[src/rtl/ci_response_collector.sv]
// ci_response_collector
//   Merges the done/result pairs of NR_OF_SLAVES custom-instruction slaves into a
//   single registered response for the CPU CI port. Only one CI may be outstanding;
//   an optional cycle watchdog ends a CI that no slave answers. Protocol errors are
//   latched in a sticky status word, which is read through this block's own CI number.
//
// Ports
//   clock      : system clock, all state on rising edge
//   reset      : asynchronous, active-low reset
//   ciStart    : CPU CI start strobe
//   ciCke      : CPU CI clock enable (low = stall)
//   ciN        : CI number of the started instruction
//   ciValueB   : operand B; bit 0 requests clear-on-read for the status CI
//   slvDone    : done strobes from the slaves
//   slvResult  : slave results, slave k on bits [32k+31:32k]
//   ciDone     : registered one-cycle done pulse to the CPU
//   ciResult   : registered result, 0 whenever ciDone is 0
//   errorFlag  : OR of sticky status bits [3:0]
//
// Status word: [0] timeout, [1] multi-done, [2] spurious done, [3] start-while-busy,
//              [7:4] 0, [15:8] ciN of last timeout, [31:16] saturating error-event count.
module ci_response_collector #(
  parameter int unsigned NR_OF_SLAVES        = 4,
  parameter logic [31:0] TIMEOUT_CYCLES      = 32'd0,
  parameter logic [31:0] ERROR_RESULT        = 32'hDEADDEAD,
  parameter logic [7:0]  customInstructionId = 8'd255
) (
  input  logic                         clock,
  input  logic                         reset,
  input  logic                         ciStart,
  input  logic                         ciCke,
  input  logic [7:0]                   ciN,
  input  logic [31:0]                  ciValueB,
  input  logic [NR_OF_SLAVES-1:0]      slvDone,
  input  logic [32*NR_OF_SLAVES-1:0]   slvResult,
  output logic                         ciDone,
  output logic [31:0]                  ciResult,
  output logic                         errorFlag
);

  typedef enum logic [1:0] {S_IDLE, S_WAIT, S_STAT, S_RESP} state_t;

  state_t      state;
  logic [31:0] watchdog;
  logic [31:0] status;
  logic [31:0] statusNext;
  logic [31:0] mergedResult;
  logic [7:0]  ciNLatched;
  logic        clearOnRead;

  logic act, startStatus, startSlave, anyDone, sampleDone;
  logic evTimeout, evMulti, evSpurious, evBusy, evAny, clearNow;
  logic unusedValueB;

  assign unusedValueB = ^ciValueB[31:1];

  assign act         = ciStart & ciCke;
  assign startStatus = act & (ciN == customInstructionId);
  assign startSlave  = act & (ciN != customInstructionId);
  assign anyDone     = |slvDone;

  // The start cycle of a slave CI is sampled like a WAIT cycle, so a combinational
  // slave answering in the start cycle completes the CI immediately.
  assign sampleDone = anyDone & (((state == S_IDLE) & startSlave) | ((state == S_WAIT) & ciCke));

  assign evMulti    = sampleDone & ($countones(slvDone) > 1);
  assign evSpurious = (state == S_IDLE) & anyDone & ~act;
  assign evBusy     = (state == S_WAIT) & act;
  // A done in the expiry cycle wins, so the timeout needs an empty done vector.
  assign evTimeout  = (state == S_WAIT) & ciCke & ~anyDone & (watchdog == 32'd1);
  assign evAny      = evMulti | evSpurious | evBusy | evTimeout;
  assign clearNow   = (state == S_STAT) & ciCke & clearOnRead;

  assign errorFlag = |status[3:0];

  always_comb begin
    mergedResult = '0;
    for (int unsigned k = 0; k < NR_OF_SLAVES; k++) begin
      if (slvDone[k]) mergedResult = mergedResult | slvResult[32*k +: 32];
    end
  end

  always_comb begin
    statusNext = status;
    if (clearNow) begin
      statusNext = '0;
    end else if (evAny) begin
      statusNext[0] = status[0] | evTimeout;
      statusNext[1] = status[1] | evMulti;
      statusNext[2] = status[2] | evSpurious;
      statusNext[3] = status[3] | evBusy;
      if (evTimeout) statusNext[15:8] = ciNLatched;
      if (status[31:16] != 16'hFFFF) statusNext[31:16] = status[31:16] + 16'd1;
    end
  end

  always_ff @(posedge clock or negedge reset) begin
    if (!reset) begin
      state       <= S_IDLE;
      watchdog    <= '0;
      status      <= '0;
      ciNLatched  <= '0;
      clearOnRead <= 1'b0;
      ciDone      <= 1'b0;
      ciResult    <= '0;
    end else begin
      status   <= statusNext;
      // The response is a single-cycle pulse even if ciCke is low.
      ciDone   <= 1'b0;
      ciResult <= '0;
      if (ciCke) begin
        unique case (state)
          S_IDLE: begin
            if (startStatus) begin
              state       <= S_STAT;
              clearOnRead <= ciValueB[0];
            end else if (startSlave) begin
              ciNLatched <= ciN;
              if (anyDone) begin
                state    <= S_RESP;
                ciDone   <= 1'b1;
                ciResult <= mergedResult;
              end else begin
                state    <= S_WAIT;
                watchdog <= TIMEOUT_CYCLES;
              end
            end
          end
          S_WAIT: begin
            if (anyDone) begin
              state    <= S_RESP;
              ciDone   <= 1'b1;
              ciResult <= mergedResult;
            end else if (watchdog != 32'd0) begin
              watchdog <= watchdog - 32'd1;
              if (watchdog == 32'd1) begin
                state    <= S_RESP;
                ciDone   <= 1'b1;
                ciResult <= ERROR_RESULT;
              end
            end
          end
          S_STAT: begin
            state    <= S_RESP;
            ciDone   <= 1'b1;
            ciResult <= status;
          end
          S_RESP: state <= S_IDLE;
          default: state <= S_IDLE;
        endcase
      end
    end
  end

endmodule
[config.mk]
export PLATFORM = sky130hd
export DESIGN_NAME = ci_response_collector
export DESIGN_NICKNAME = d
export VERILOG_FILES = /design/src/rtl/ci_response_collector.sv
export SDC_FILE = /design/constraint.sdc
export NUM_CORES = 1
export LEC_CHECK = 0
export ABC_AREA = 1
export ABC_CLOCK_PERIOD_IN_PS = 1900
export CORE_MARGIN = 1.5
export CORE_UTILIZATION = 29
export CTS_BUF_LIST = sky130_fd_sc_hd__clkbuf_2 sky130_fd_sc_hd__clkbuf_4 sky130_fd_sc_hd__clkbuf_8
export DETAILED_ROUTE_END_ITERATION = 12
export PLACE_DENSITY = 0.59
export SYNTH_ARGS = -nofsm -noshare
export SYNTH_HDL_FRONTEND = slang
export SYNTH_SLANG_ARGS = --single-unit
export TNS_END_PERCENT = 20
[constraint.sdc]
create_clock -name clock -period 1.9 [get_ports clock]
set_input_delay 0.38 -clock clock [delete_from_list [all_inputs] [get_ports clock]]
set_output_delay 0.38 -clock clock [all_outputs]
set_load 0.005 [all_outputs]
After elaboration in Yosys (flattened, before gate mapping)
Index checks and enable logic that the tools add are counted.
W data, S select, Z words.
{ "totals": {"input_bits": 176, "ff_bits": 104} }
{ "op_classes": {"mux": 39, "n_reduce_logical": 14, "magnitude_cmp": 1, "bitwise_logic": 28, "n_eq_ne": 15, "n_addsub": 5} }
{ "ops": {"columns": ["cell", "n"], "rows": [
  ["$mux W32", 16],
  ["$or A32 B32 Y32", 3],
  ["$pmux W32 S3", 1],
  ["$pmux W32 S2", 1],
  ["$mux W24", 2],
  ["$eq A32 B1 Y1 const B", 1],
  ["$reduce_bool A32 Y1", 1],
  ["$sub A32 B1 Y32 const B", 1],
  ["$add A16 B1 Y16 const B", 1],
  ["$mux W16", 1],
  ["$ne A16 B16 Y1 const B", 1],
  ["$and A1 B1 Y1", 14],
  ["$mux W2", 6],
  ["$eq A8 B8 Y1 const B", 1],
  ["$mux W4", 2],
  ["$mux W8", 1],
  ["$ne A2 B2 Y1 const B", 4],
  ["$ne A8 B8 Y1 const B", 1],
  ["$or A1 B1 Y1", 8],
  ["$pmux W2 S4", 1],
  ["$reduce_and A4 Y1", 2],
  ["$reduce_bool A2 Y1", 4],
  ["$reduce_or A4 Y1", 2],
  ["$mux W1", 7],
  ["14 further kinds", 20]
]} }

Depth between registers and ports, before layout
Gate-level depths: netlist of run 1.
{ "logic_depth": {"ltp_word": 12, "mapped_depth": 14, "mapped_depth_nobuf": 11} }

Least setup slack after synthesis of run 1
No wires, ideal clock.
{ "synth_timing": {"kind": "input-to-reg", "startpoint": "input slvDone[0]", "endpoint": "register status[19]", "arrival_time_ps": 2033, "path_stages": 14, "setup_slack_ps": -249, "n_path_buf": 3, "required_ps": 1783, "path_cell_list": "clkbuf_1 > clkbuf_1 > inv_1 > ha_1 > nand3_2 > inv_1 > or2_1 > inv_1 > nand2_1 > nand3_4 > nand2_4 > buf_6 > nand2_2 > nand2_1"} }
{ "synth_between": {"elab_chain_len": 9, "elab_cells_between_ends": 16, "classes_between": "add/sub (2); order compare (1); bitwise (10); reduce/logical (3)"} }
{ "synth_rtl": {"columns": ["element", "line_no", "text"], "rows": [
  ["start, declared", "34", "input logic [NR_OF_SLAVES-1:0] slvDone,"],
  ["$add A1 B1 Y2 (not written as such)", "66", "assign evMulti = sampleDone & ($countones(slvDone) > 1);"],
  ["$add A2 B2 Y3 (not written as such)", "66", null],
  ["$gt A3 B1 Y1", "66", null],
  ["$and A1 B1 Y1", "66", null],
  ["$or A1 B1 Y1 (2 in series)", "71", "assign evAny = evMulti | evSpurious | evBusy | evTimeout;"],
  ["$or A1 B1 Y1 *", "71", null],
  ["$reduce_bool A2 Y1 (no line) *", null, null],
  ["$reduce_and A2 Y1 (no line) *", null, null],
  ["end signal, assigned", "107", "status <= statusNext;"],
  ["end, declared", "45", "logic [31:0] status;"]
]} }
Mark *: on every way between the ends. The rest lies on a longest branch, timed or not.
A chain may end at the register's enable or synchronous reset.

Final worst setup path of run 1
{ "layout_timing": {"startpoint": "input slvDone[3]", "endpoint": "register status[30]"} }
The elaborated chain is that of the path after synthesis.

==> flow_summary.toml, run 1 <==
[power_and_ir_drop]
p_leak_uw = 0.00468
p_per_area_nw_per_um2 = 856
ir_drop_v = 0.000400
total_power_uw = 8270

[critical_path]
cp_max_fo = 9
worstPathRequired_ps = 2190
crit_chain = "clkdlybuf4s50_1 > fa_1 > a21oi_2 > or2_1 > inv_1 > nand2_2 > nand3_4 > buf_6 > nand3_1 > nand2_1"
cpMaxStageDelayCell = "clkdlybuf4s50_1"
worstPathArrival_ps = 2150
cpPeakStageDelay_ps = 500
end_kind = "flip-flop"
critPathKind = "primary input to flip-flop"
cp-start-kind = "primary input"
reg2reg_slack_ps = 130

[floorplanning]
initial_core_util_pct = 29.5
top_level_ports = 210
core_area_sq_um = 22600
die_y_um = 154
die_w_um = 154
rows = 55
design.die.area_sq_um = 23900

[grt]
track_usage_pct = 19.1
grt_overflow = 0
grt_pass1_vias = 7038
grt_antenna_before_repair = 0
grt_max_degree = 39
grt_pass1_wl_um = 35900

[sta]
skew_ps = 22.0
period_share_pct = 97.6
setup_viol = 0
max_freq_mhz = 539
max_slew_margin_pct = 68.3
timing.final.max_slew_violations = 0
fin_setup_tns_ps = 0
grt_setup_unrepaired = "true"
tightest_slew_ps = 475
hold_violations = 0
timing.final.crit_period_ps = 1850

[cts]
cts_max_path_buffers = 2
numCtsBuffers = 9
htree_levels = 3
cts.clk_slew.worst_paths_ps = 110
cts-root-buf = "clkbuf_8"
clock-sinks = 104
clock_latency_ps = 400
cts_tree = "yes"

[cells_and_area]
drive_gt1_share_pct = 14.0
mostFrequentLayoutCell = "nand2_1"
multi_input_area_sq_um = 3600
n_fill_cell = 2368
antennaDiodeCount = 0
final_cell_mix = "359 x nand2_1, 174 x clkdlybuf4s50_1, 101 x dfrtp_1, 91 x nor2_1, 83 x buf_4"
final_net_count = 1389
syn_to_final_growth_pct = 45.3
seq_area_sq_um = 2610
layoutNonFillerInstCount = 1493
final_util_pct = 42.8

[place]
globalplace.congestion = 0.894
dpl.hpwl_um = 17400
dp.cells = 1475
place.port_buffers = 178

[routing]
finalWirelength_um = 22100
drt-pass1-iter-count = 5
drt-initial-drc-count = 307
postRouteAntennaNets = 0
drcViolationCount = 0
vias_per_cell = 4.69
wl_per_cell_um = 14.8
vias = 6998

[logic_synthesis]
ys_seq_elements = 104
synth.avg_cell_area_sq_um = 6.90
yosys_warnings = 0
synth_nets = 1150
yosysSeqAreaShare_pct = 39.1
syn-cell-area_sq_um = 6650
synth_cell_type_count = 37
syn_inst = 964

[run_status]
status = "finished clean"

[worst_hold_path]
min_path_type = "primary input to asynchronous set/reset pin"

[run]
cap_viol_max_count = 0
==> registers in the layout (all words and copies together), names as in the netlist <==
name         flops
ciResult        32
watchdog        32
status          28
ciNLatched       8
state            2
ciDone           1
clearOnRead      1
==> area by class of cell <==
class / count / share of cell area [%]
timing repair buffer: 272 / 26.8
inverter: 79 / 3.07
multi-input combinational: 737 / 37.2
clock inverter: 7 / 1.04
sequential: 104 / 27.0
clock buffer: 9 / 1.28
tap: 285 / 3.69
==> path summary, 6_finish.rpt <==
path / start / endpoint / depth (start not counted)
worst max register to register: watchdog[8] / watchdog[31] / 8
worst min-delay path: reset / watchdog[25] / 2
min in group clock: status[15] / status[15] / 2
worst min register to register: status[15] / status[15] / 2
max in group asynchronous: reset / status[18] / 3
worst max-delay path: slvDone[3] / status[30] / 10
==> cells by family after synthesis <==
logic type	share of synthesized area (%)
xor gates and xnor gates	3.16
DFF	39.1
AOI/OAI and AO/OA	9.33
muxes	0.169
buffers and inverters	7.96
and+or+nand+nor	38.3
adders and majority gates	1.99
==> routing by layer <==
| layer | share of wire [%] | global-route usage, % |
|---|---|---|
| met3 | 8.8 | 7.34 |
| met1 | 41 | 21.9 |
| met2 | 48 | 33.3 |
| met5 | 0 | 0 |
| met4 | 1.9 | 4.53 |
==> where the power goes <==
| part | internal, uW | switching [uW] | total, uW |
|---|---|---|---|
| Combinational | 1710 | 2060 | 3760 |
| Clock | 653 | 912 | 1570 |
| Sequential | 2640 | 308 | 2950 |
==> Yosys cell counts <==
master | count | share of area (%)
a211oi_1 | 1 | 0.11
a21oi_1 | 31 | 2.3
a221oi_1 | 10 | 1.3
a22o_1 | 3 | 0.40
and3_1 | 1 | 0.094
buf_2 | 9 | 0.68
buf_4 | 5 | 0.56
buf_6 | 5 | 0.85
clkbuf_1 | 25 | 1.4
dfrtp_1 | 104 | 39
fa_1 | 1 | 0.30
ha_1 | 9 | 1.7
inv_1 | 77 | 4.3
inv_2 | 2 | 0.11
mux2_2 | 1 | 0.17
nand2_1 | 363 | 20
nand2_2 | 13 | 1.2
nand2_4 | 2 | 0.34
nand3_1 | 58 | 4.4
nand3_2 | 2 | 0.30
nand3_4 | 1 | 0.26
nand3b_1 | 4 | 0.45
nand4_1 | 31 | 2.9
nand4_4 | 1 | 0.32
nor2_1 | 106 | 6.0
nor2_2 | 5 | 0.47
nor2_4 | 2 | 0.34
nor3_1 | 6 | 0.45
o211ai_1 | 1 | 0.11
o21ai_0 | 37 | 2.8
o21bai_1 | 9 | 1.0
o22ai_1 | 5 | 0.47
o31ai_1 | 7 | 0.79
or2_1 | 1 | 0.094
or2_2 | 2 | 0.19
xnor2_1 | 2 | 0.26
xor2_1 | 22 | 2.9
==> through the flow <==
step / instance area (sq um) / setup WS [ps] / hold WS, ps
after floorplan: 6690 / 14.7 / 84.4
after global placement: 9340 / -466 / 376
after detailed placement: 9340 / -504 / 372
after CTS: 9580 / 17.7 / 482
after global routing: 9670 / -33.5 / 515
final: 9670 / 45.5 / 485
==> critical path, delay by kind of cell <==
family | cells | cell delay [ps]
compound gates | 1 | 160
buf+inv | 3 | 710
simple gates | 5 | 460
fa+ha+maj | 1 | 440
==> repair_timing <==
action / CTS / global route
gates resized for setup: 6 / 31
pin swaps: 0 / 3
hold buffers: 1 / 0
buffers inserted: 0 / 1
endpoints found under the hold margin: 30 / 0
endpoints found under the setup margin: 19 / 75
No activity file was read; power rests on OpenSTA's default activity.
==> inputs of run 2 (changes only) <==
ABC_CLOCK_PERIOD_IN_PS = 1790   (was 1900)
CAP_MARGIN = 20   (was not set)
clock period = 1.79 ns   (was 1.9 ns; I/O delays follow)
==> flow_summary.toml, run 2 (synthesis gave the netlist of run 1 again) <==
[run_status]
status = "finished clean"

[cts]
cts_tree = "yes"
cts_max_path_buffers = 2
numCtsBuffers = 9
cts-root-buf = "clkbuf_8"
htree_levels = 3
clock_latency_ps = 400
clock-sinks = 104
cts.clk_slew.worst_paths_ps = 120

[power_and_ir_drop]
ir_drop_v = 0.000428
p_leak_uw = 0.00485
pwr-share-clk_pct = 17.2
p_int_uw = 5700
p_seq_share_pct = 33.2
power_switching_uw = 3620
p_comb_share_pct = 49.5
swShare_pct = 38.9
p_per_area_nw_per_um2 = 927

[cells_and_area]
syn_to_final_growth_pct = 51.3
mostFrequentLayoutCell = "nand2_1"
stdcell_area_sq_um = 10100
final_net_count = 1418
n_fill_cell = 2309
final_cell_mix = "352 x nand2_1, 173 x clkdlybuf4s50_1, 105 x buf_4, 98 x dfrtp_1, 86 x nor2_1"
antennaDiodeCount = 0
largestRegisters = "ciResult x32, watchdog x32, status x28"
layoutNonFillerInstCount = 1522
drive_gt1_share_pct = 18.5

[run]
cap_viol_max_count = 0

[place]
globalplace.congestion = 0.904
place_ws_ps = -685
dpl.hpwl_um = 17000
dp.cells = 1494
placed_cell_area_sq_um = 9500
place.port_buffers = 178

[floorplanning]
rows = 55
die_w_um = 154
design.die.area_sq_um = 23900
core_area_sq_um = 22600
initial_core_util_pct = 29.5
die_y_um = 154
top_level_ports = 210

[critical_path]
path_buf_inv = 1
critPathKind = "flip-flop to output port"
cpPeakStageDelay_ps = 560
reg2reg_slack_ps = 70
cp-start-kind = "flip-flop"
end_kind = "output port"
cp_max_fo = 1
crit_family = "buffers and inverters"
cpMaxStageDelayCell = "clkdlybuf4s50_1"
worstPathRequired_ps = 1430
crit_chain = "clkdlybuf4s50_1"
worstPathArrival_ps = 1380

[routing]
met1_length_um = 9200
vias = 7082
routed.top_layer = "met4"
wl_per_cell_um = 14.7
vias_per_cell = 4.65
drt-pass1-iter-count = 5
wl_met2_um = 11300
met3WireLength_um = 1280
drcViolationCount = 0
postRouteAntennaNets = 0
finalWirelength_um = 22300
drt-initial-drc-count = 292

[sta]
hold_violations = 0
setup_viol = 0
skew_ps = 22.0
max_slew_margin_pct = 72.7
hold_ws_ps = 418
grt_setup_unrepaired = "true"
tightest_slew_ps = 408
timing.final.crit_period_ps = 1730
timing.final.max_slew_violations = 0
max_freq_mhz = 577
period_share_pct = 96.9
setup_ws_ps = 55.4

[grt]
grt_overflow = 0
track_usage_pct = 19.0
grt_antenna_before_repair = 0
grt_max_degree = 48
grt_pass1_wl_um = 35800
grt_pass1_vias = 7065

[worst_hold_path]
min_path_type = "primary input to asynchronous set/reset pin"
[run 2: cell types whose count changed in the layout (fill, tap and decap cells not counted), moves of 5 or more]
cell,delta
nand2_2,+6
nand2_1,-7
buf_4,+22
nor2_1,-5
[run 2: metal layers]
metal	global-route usage (%)	up-vias
li1	-	3607
met4	5.08	0
met1	21.9	3253
met3	5.41	36
met2	34.3	186
met5	0	-
[run 2: cell type report]
cell class                 instances  area, sq um  area share [%]
multi-input combinational        738         3730            37.1
timing repair buffer             300         2860            28.4
sequential                       104         2610            25.9
tap                              285          357            3.54
inverter                          79          297            2.95
clock buffer                      10          131            1.31
clock inverter                     6         73.8           0.734
[run 2: repair_timing]
item                                   in CTS  in global routing
hold buffers                                1                  0
buffers inserted                            1                  7
pin swaps                                   5                 11
gates resized for setup                    13                 63
endpoints found under the hold margin      24                  0
setup endpoints to repair                  38                 85
cloned                                      1                  2
[run 2: worst paths after layout]
kind,start,end,depth (start not counted)
setup / recovery,ciResult[27],ciResult[27],1
max in group asynchronous,reset,status[17],3
hold / removal,reset,ciResult[16],2
setup reg to reg,watchdog[30],status[16],12
hold reg to reg,ciNLatched[5],ciNLatched[5],2
min in group clock,ciNLatched[5],ciNLatched[5],2
[run 2: power by group through the flow]
| stage | clock, uW | sequential, uW | combinational [uW] |
|---|---|---|---|
| final | 1610 | 3100 | 4620 |
| after global routing | 1750 | 3150 | 5140 |
| after CTS | 1660 | 3080 | 4260 |
| after detailed placement | 0 | 3120 | 4110 |
| after global placement | 0 | 3120 | 4070 |
| after floorplan | 0 | 3080 | 2140 |
[run 2: stage by stage]
step	TNS, ps	total power, uW	util [%]
floorplan	0	5220	-
global placement	-38390	7180	42.1
detailed placement	-40400	7220	42.1
CTS	0	9010	43.3
global route	-684	10000	44.6
finish	0	9320	44.6
==> inputs of run 3 (changes only) <==
CORE_UTILIZATION = 45   (was 29)
PLACE_DENSITY = 0.83   (was 0.59)
==> flow_summary.toml, run 3 (synthesis gave the netlist of run 1 again) <==
[run_status]
violations = "setup timing"
status = "finished with violations"

[critical_path]
cpPeakStageDelay_ps = 430
crit_family = "simple AND/OR/NAND/NOR gates"
r2r_cells = 10
worstPathArrival_ps = 2160
cpMaxStageDelayCell = "dfrtp_1"
reg2reg_slack_ps = -40
crit_chain = "nor2_2 > nand2_1 > nor2_2 > nand2_1 > nor2_4 > nand3_2 > nand2_4 > clkbuf_16 > nand2_2 > a21oi_2"
cp_max_fo = 5
worstPathRequired_ps = 2120
r2r_end = "ciResult[30]"
path_buf_inv = 1
r2r-start = "watchdog[29]"
end_kind = "flip-flop"
critPathKind = "flip-flop to flip-flop"
cp-start-kind = "flip-flop"

[grt]
grt_pass1_vias = 7440
track_usage_pct = 27.9
grt_max_degree = 55
grt_pass1_wl_um = 34700
grt_overflow = 0
grt_antenna_before_repair = 0

[cells_and_area]
syn_to_final_growth_pct = 51.5
final_net_count = 1414
layoutNonFillerInstCount = 1416
mostFrequentLayoutCell = "nand2_1"
seq_area_sq_um = 2610
final_cell_mix = "346 x nand2_1, 173 x clkdlybuf4s50_1, 97 x dfrtp_1, 95 x buf_4, 86 x nor2_1"
largestRegisters = "ciResult x32, watchdog x32, status x28"
antennaDiodeCount = 0
drive_gt1_share_pct = 20.2
multi_input_area_sq_um = 3860
n_fill_cell = 1095
stdcell_area_sq_um = 10100

[sta]
grt_setup_unrepaired = "true"
period_share_pct = 102
skew_ps = 16.7
hold_violations = 0
timing.final.max_slew_violations = 0
max_freq_mhz = 546
timing.final.crit_period_ps = 1830
setup_ws_ps = -40.5
setup_viol = 21
tightest_slew_ps = 412
max_slew_margin_pct = 72.4

[place]
place.port_buffers = 178
dpl.hpwl_um = 16400
dp.cells = 1378
placed_cell_area_sq_um = 9250
globalplace.congestion = 0.912

[routing]
vias_per_cell = 5.39
drt-initial-drc-count = 749
wl_per_cell_um = 16.3
finalWirelength_um = 23100
postRouteAntennaNets = 0
drcViolationCount = 0
drt-pass1-iter-count = 8
vias = 7636

[worst_hold_path]
min_path_type = "primary input to asynchronous set/reset pin"

[cts]
clock-sinks = 104
cts-root-buf = "clkbuf_8"
cts_max_path_buffers = 2
htree_levels = 3
cts.clk_slew.worst_paths_ps = 100
numCtsBuffers = 9
cts_tree = "yes"
clock_latency_ps = 400

[power_and_ir_drop]
p_leak_uw = 0.00487
ir_drop_v = 0.000557
p_per_area_nw_per_um2 = 965

[floorplanning]
top_level_ports = 210
design.die.area_sq_um = 15500
core_area_sq_um = 14500
initial_core_util_pct = 45.9
rows = 44
die_w_um = 125
die_y_um = 125

[run]
cap_viol_max_count = 0
## run 3: cell types whose count changed in the layout (fill, tap and decap cells not counted), moves of 4 or more
cell,delta
a21oi_1,-13
a21oi_2,+13
buf_4,-10
nand3_1,-8
nand3_2,+8
nand2_1,-6
o31ai_1,+4
o31ai_2,-4
## run 3: repair_timing
| item | 4_1_cts | 5_1_grt |
|---|---|---|
| pin swaps | 2 | 28 |
| setup buffers | 1 | 16 |
| gates cloned | 2 | 3 |
| gates resized for setup | 30 | 87 |
| hold buffers | 1 | 0 |
| hold endpoints to repair | 104 | 0 |
| setup endpoints to repair | 87 | 92 |
## run 3: where the power goes
part / switching (uW) / internal [uW]
logic: 2650 / 2380
clock network: 855 / 702
registers: 320 / 2810
total: 3830 / 5900
## run 3: worst max path at each step
stage,start,end,cells past startpoint
CTS,slvDone[0],status[25],10
detailed placement,slvDone[0],status[18],10
global route,watchdog[25],ciResult[30],10
floorplan,slvDone[0],watchdog[26],13
finish,watchdog[29],ciResult[30],10
global placement,slvDone[0],status[31],10
## run 3: metal layers
layer	track usage, %	vias up	share of wire, %
li1	-	3603	-
met1	29.5	3552	35
met2	50.3	378	52
met3	6.87	103	6.6
met4	15.8	0	6.1
met5	0	-	0
## run 3: metrics by stage
stage	worst slack, ps	hold slack (ps)	total power (uW)	utilization [%]	setup TNS, ps
after floorplan	4.16	62.4	5220	-	0
after global placement	-517	387	6930	63.9	-38860
after detailed placement	-560	394	7050	63.9	-43380
after CTS	-12.0	501	8950	66.3	-60.7
after global routing	-98.5	518	10300	69.6	-3040
final	-40.5	499	9730	69.6	-384
## run 3: worst register-to-register path: stages, from the launching register on
cell       delay (ps)
dfrtp_1           430
nor2_2            160
nand2_1            90
nor2_2            140
nand2_1           110
nor2_4            180
nand3_2           120
nand2_4           170
clkbuf_16         180
nand2_2            50
a21oi_2           120
## run 3: layout make-up
type / count / area share (%)
repair buffers: 296 / 28.6
clock buffers: 11 / 1.44
clock inverters: 4 / 0.521
well taps: 184 / 2.28
inverters: 79 / 2.97
flip-flops and latches: 104 / 25.9
multi-input cells: 738 / 38.3
